## config.mk

```make
export PLATFORM = sky130hd
export DESIGN_NAME = cla_pipe_addsub
export DESIGN_NICKNAME = d
export VERILOG_FILES = /design/src/rtl/cla_pipe_addsub.sv
export SDC_FILE = /design/constraint.sdc
export NUM_CORES = 1
export LEC_CHECK = 0
export BUFFER_PORTS_ARGS = -buffer_cell sky130_fd_sc_hd__buf_2
export CORE_AREA = 4 4 85 87
export CTS_CLUSTER_DIAMETER = 30
export DETAILED_ROUTE_END_ITERATION = 8
export DIE_AREA = 0 0 89 91
export MAX_ROUTING_LAYER = met4
export PLACE_DENSITY = 0.74
export SYNTH_ARGS = -nofsm -noshare
export SYNTH_HDL_FRONTEND = slang
export SYNTH_SLANG_ARGS = --single-unit
```

## constraint.sdc

```tcl
create_clock -name clk -period 2 [get_ports clk]
set_input_delay 0.3 -clock clk [delete_from_list [all_inputs] [get_ports clk]]
set_output_delay 0.3 -clock clk [all_outputs]
set_load 0.02 [all_outputs]
```

## src/rtl/cla_pipe_addsub.sv

```systemverilog
// cla_pipe_addsub: two-stage pipelined carry-lookahead adder/subtractor.
// Stage 1 conditions operand B for subtract and forms 4-bit group
// propagate/generate terms. Stage 2 resolves the group carries through the
// lookahead unit, expands them to bit carries, and registers the result.
// Valid/ready handshake on both sides with full-rate throughput.
module cla_pipe_addsub #(
   parameter  int WIDTH = 16,
   localparam int NGRP  = WIDTH / 4
) (
   input  logic             clk,
   input  logic             rst,
   input  logic             in_valid,
   output logic             in_ready,
   input  logic [WIDTH-1:0] in1,
   input  logic [WIDTH-1:0] in2,
   input  logic             cin,
   input  logic             sub,
   output logic             out_valid,
   input  logic             out_ready,
   output logic [WIDTH-1:0] sum,
   output logic             cout,
   output logic             ovf,
   output logic             P,
   output logic             G
);

   // Stage-1 combinational terms
   logic [WIDTH-1:0] b_in, p_in, g_in;
   logic             c0_in;
   logic [NGRP-1:0]  pg_in, gg_in;

   // Stage-1 registers
   logic [WIDTH-1:0] s1_a, s1_b;
   logic             s1_c0;
   logic [NGRP-1:0]  s1_pg, s1_gg;
   logic             s1_valid;

   // Stage-2 combinational terms
   logic [NGRP:0]    grp_c;
   logic [WIDTH:0]   c;
   logic [WIDTH-1:0] p2, sum_nxt;
   logic [2:0]       gp, gg;
   logic             blk_p, blk_g, cout_nxt, ovf_nxt;

   // Handshake
   logic s2_valid, s1_load, s2_load;

   // Subtract is a + ~b + ~cin; form bit and 4-bit group propagate/generate.
   always_comb begin
      // NOTE: every variable gets a value before any branch or loop so no path leaves it unassigned and no latch is inferred.
      b_in  = sub ? ~in2 : in2;
      c0_in = sub ? ~cin : cin;
      p_in  = in1 ^ b_in;
      g_in  = in1 & b_in;
      pg_in = '0;
      gg_in = '0;
      for (int k = 0; k < NGRP; k++) begin
         pg_in[k] = &p_in[4*k +: 4];
         gg_in[k] = g_in[4*k+3]
                  | (p_in[4*k+3] & g_in[4*k+2])
                  | (p_in[4*k+3] & p_in[4*k+2] & g_in[4*k+1])
                  | (p_in[4*k+3] & p_in[4*k+2] & p_in[4*k+1] & g_in[4*k]);
      end
   end

   // Advance rules: S2 drains when its slot frees, S1 accepts when its slot frees.
   assign s2_load   = s1_valid & (~s2_valid | out_ready);
   assign in_ready  = ~s1_valid | s2_load;
   assign s1_load   = in_valid & in_ready;
   assign out_valid = s2_valid;

   // Stage-1 register: conditioned operands, carry-in and group P/G.
   always_ff @(posedge clk or negedge rst) begin
      // NOTE: state is updated with non-blocking assignments so every register samples pre-edge values regardless of statement order.
      if (!rst) begin
         // NOTE: datapath registers are plain enabled flops, not memory arrays, so resetting them is cheap and keeps held outputs deterministic.
         s1_valid <= 1'b0;
         s1_a     <= '0;
         s1_b     <= '0;
         s1_c0    <= 1'b0;
         s1_pg    <= '0;
         s1_gg    <= '0;
      end else begin
         s1_valid <= s1_load | (s1_valid & ~s2_load);
         if (s1_load) begin
            s1_a  <= in1;
            s1_b  <= b_in;
            s1_c0 <= c0_in;
            s1_pg <= pg_in;
            s1_gg <= gg_in;
         end
      end
   end

   // Lookahead carry unit across groups, then in-group lookahead bit carries.
   always_comb begin
      p2      = s1_a ^ s1_b;
      grp_c   = '0;
      c       = '0;
      gp      = '0;
      gg      = '0;
      blk_g   = 1'b0;
      grp_c[0] = s1_c0;
      for (int k = 0; k < NGRP; k++) begin
         grp_c[k+1] = s1_gg[k] | (s1_pg[k] & grp_c[k]);
      end
      for (int k = 0; k < NGRP; k++) begin
         gp         = p2[4*k +: 3];
         gg         = s1_a[4*k +: 3] & s1_b[4*k +: 3];
         c[4*k]     = grp_c[k];
         c[4*k+1]   = gg[0] | (gp[0] & grp_c[k]);
         c[4*k+2]   = gg[1] | (gp[1] & gg[0]) | (gp[1] & gp[0] & grp_c[k]);
         c[4*k+3]   = gg[2] | (gp[2] & gg[1]) | (gp[2] & gp[1] & gg[0])
                    | (gp[2] & gp[1] & gp[0] & grp_c[k]);
      end
      c[WIDTH] = grp_c[NGRP];
      for (int k = 0; k < NGRP; k++) begin
         blk_g = s1_gg[k] | (s1_pg[k] & blk_g);
      end
      blk_p    = &s1_pg;
      sum_nxt  = p2 ^ c[WIDTH-1:0];
      cout_nxt = blk_g | (blk_p & s1_c0);
      ovf_nxt  = c[WIDTH] ^ c[WIDTH-1];
   end

   // Stage-2 register: result and flags, held while the consumer stalls.
   always_ff @(posedge clk or negedge rst) begin
      if (!rst) begin
         s2_valid <= 1'b0;
         sum      <= '0;
         cout     <= 1'b0;
         ovf      <= 1'b0;
         P        <= 1'b0;
         G        <= 1'b0;
      end else begin
         s2_valid <= s2_load | (s2_valid & ~out_ready);
         if (s2_load) begin
            sum  <= sum_nxt;
            cout <= cout_nxt;
            ovf  <= ovf_nxt;
            P    <= blk_p;
            G    <= blk_g;
         end
      end
   end

endmodule
```

==> run metrics <==
status finished, final reports clean; CP Capture Type flop; Layout area overhead 18.54%; pwr/cell area 1089 nW/um2; H-tree Lvls 3; Skew-Pair Late Insertion Delay 0.35 ns; CTS max path bufs 2; Die Area 8099 um2; # DRC 0; Overall Global Routing Usage 18.73%; RR Startpoint s1_gg[1]; drt first pass iters 4; DP Worst Slack 0.1492 ns; Startpoint Class flop; Fin. Hold Viols 0; setup TNS 0 ns; CP max stage delay 0.50 ns; slowest cell on the critical path dfrtp_1; synthesized flop and latch total 63; Worst Path Class, Setup reg -> reg; Final min period 1.838 ns; core area 6350 um2; TritonCTS buffer count 9; slew margin rel. 64.23%; initial antenna violation count 0; ANT nets after route 0; num rows 29; total number of vias 2293; I/O pins 60; leading area contributor after synthesis dfrtp_1; Final Net Count 423; CP Data Arrival Time 2.07 ns; final setup violating endpoints 0; Total Wirelength 6.684 mm; Pleak 1.934 nW; RSZ-0062 raised after global routing false; gpl congestion 0.7698; largest net degree at the start of global routing 64; Post-Syn Area 3354 um2; grt ovf 0; Initial Util 52.83%; clock sinks 63; Worst Skew 0.005814 ns; setup bufs post-CTS 0; Crit. Startpoint s1_gg[1]; vias per cell 5.271; share of the synthesized area in the top cell type 47.00%; fin util 62.62%; Synth Warn # 0; worst hold slack 0.1718 ns; worst vdd ir 0.5625 mV; Die H 91 um; class of the worst hold path in -> reg; Worst Path Max Fanout 6; CTS clk-pin slew, worst paths 0.07 ns; Die X 89 um; Avg Cell Area, Syn 11.77 um2; final period utilization 91.88%; number of global-route vias before repair 2410; CTS tree done; Max Transition Viols Final 0; average wire per standard cell 15.37 um; register area share after synthesis 47.00%; Yosys cell types 28; Synth Instances 285; Synthesized Nets 355; diode count 0; crit-path cells o21ai_0, o21bai_1, fa_1, mux2_2; Max Fclk 544.2 MHz; Least-Margin Pin Slew 0.5353 ns; DRT iter0 DRCs 88; Crit path required time 2.23 ns; Root Driver clkbuf_8; Hold Crit Start in_valid; first-pass GRT wire length 11.16 mm; Setup WS post-layout 0.1625 ns; dpl hpwl 5.044 mm; largest cells by area after synthesis dfrtp_1, mux2_2, ha_1; layout cell share with drive strength beyond 1 33.80%; MaxCap Viol Count 0; Port Buffers 59
-- through the flow --
step | instance area, um2 | power, mW | cells
detailed placement | 3782 | 3.358 | 418
finish | 3976 | 4.329 | 435
floorplan | 3354 | 2.870 | 285
global placement | 3782 | 3.300 | 418
CTS | 3976 | 4.386 | 435
global route | 3976 | 4.654 | 435
-- final timing paths --
path / depth (start not counted) / endpoint / slack, ns
max in group asynchronous: 3 / sum[1] / 1.22
worst min-delay path: 2 / s1_valid / 0.17
worst min register to register: 2 / sum[0] / 0.47
min in group asynchronous: 3 / sum[9] / 0.47
worst max-delay path: 4 / sum[12] / 0.16
worst max register to register: 4 / sum[12] / 0.16
-- repair_timing --
action	CTS	global route
endpoints found under the hold margin	63	0
resized for setup	0	0
endpoints found under the setup margin	0	0
hold buffers	1	0
-- routing by layer --
layer  vias up  GRT usage [%]  routed length, um
li1       1141              -                  -
met5         -              -                  0
met1      1087          23.85               3136
met3        14          4.525                333
met2        51          27.97               3065
met4         0          8.809                148
-- state kept, by name, indices dropped and copies added (netlist names), 4 cells and up --
register / flops
s1_a: 16
s1_gg: 4
sum: 16
s1_pg: 4
s1_b: 16
-- critical path, delay by kind of cell, from the launching register on --
kind	cells	cell delay [ns]
AOI/OAI and AO/OA	2	0.50
adders and majority gates	1	0.46
DFF	1	0.50
muxes	1	0.27
-- area by class of cell --
cell class / instances / area [um2]
clock buffers: 11 / 151.4
clock inverters: 5 / 32.53
fillers: 544 / 2374
inverters: 4 / 15.01
multi-input cells: 208 / 1722
flip-flops and latches: 63 / 1577
well taps: 77 / 96.34
repair buffers: 67 / 382.9
-- kinds of logic (layout without fill, tap and decap cells) --
logic type | count (synthesis) | after routing | synth area share, %
compound gates | 66 | 66 | 12.53
flops | 63 | 63 | 47.00
xor+xnor | 34 | 34 | 8.877
mux | 34 | 34 | 11.41
buf+inv | 14 | 87 | 1.753
fa+ha+maj | 32 | 32 | 12.83
simple gates | 42 | 42 | 5.595
-- where the power goes --
group / total [mW] / switching, mW / internal (mW)
Clock: 1.01 / 0.503 / 0.512
Combinational: 1.52 / 0.829 / 0.693
Sequential: 1.79 / 0.202 / 1.59
Total: 4.33 / 1.53 / 2.80
-- synth_stat cells --
library cell	number
a211oi_1	1
nor2_2	1
ha_1	28
dfrtp_1	63
a31oi_1	1
o21bai_1	3
nand2_1	27
a21o_2	1
a21oi_1	14
inv_1	4
nand3b_1	1
o211ai_1	1
or3_1	1
xnor2_1	12
nor2_1	3
nand2b_1	3
a211oi_4	1
buf_2	5
a21o_1	14
o41ai_4	1
fa_1	4
mux2_2	34
o21ai_0	27
nand4_1	5
clkbuf_1	5
o21ai_1	2
xor2_1	22
nor3_1	1
-- cell usage in the layout, fill, tap and decap left out, types with 2 or more instances in the layout --
cell	Yosys	layout
a21o_1	14	14
a21oi_1	14	14
buf_12	0	2
buf_2	5	59
buf_4	0	5
clkbuf_8	0	11
clkinv_2	0	2
clkinvlp_4	0	3
dfrtp_1	63	63
fa_1	4	4
ha_1	28	28
inv_1	4	4
mux2_2	34	34
nand2_1	27	26
nand2b_1	3	3
nand4_1	5	5
nor2_1	3	3
o21ai_0	27	27
o21ai_1	2	2
o21bai_1	3	3
xnor2_1	12	12
xor2_1	22	22
Note: power is estimated with default switching activity, not from simulation.
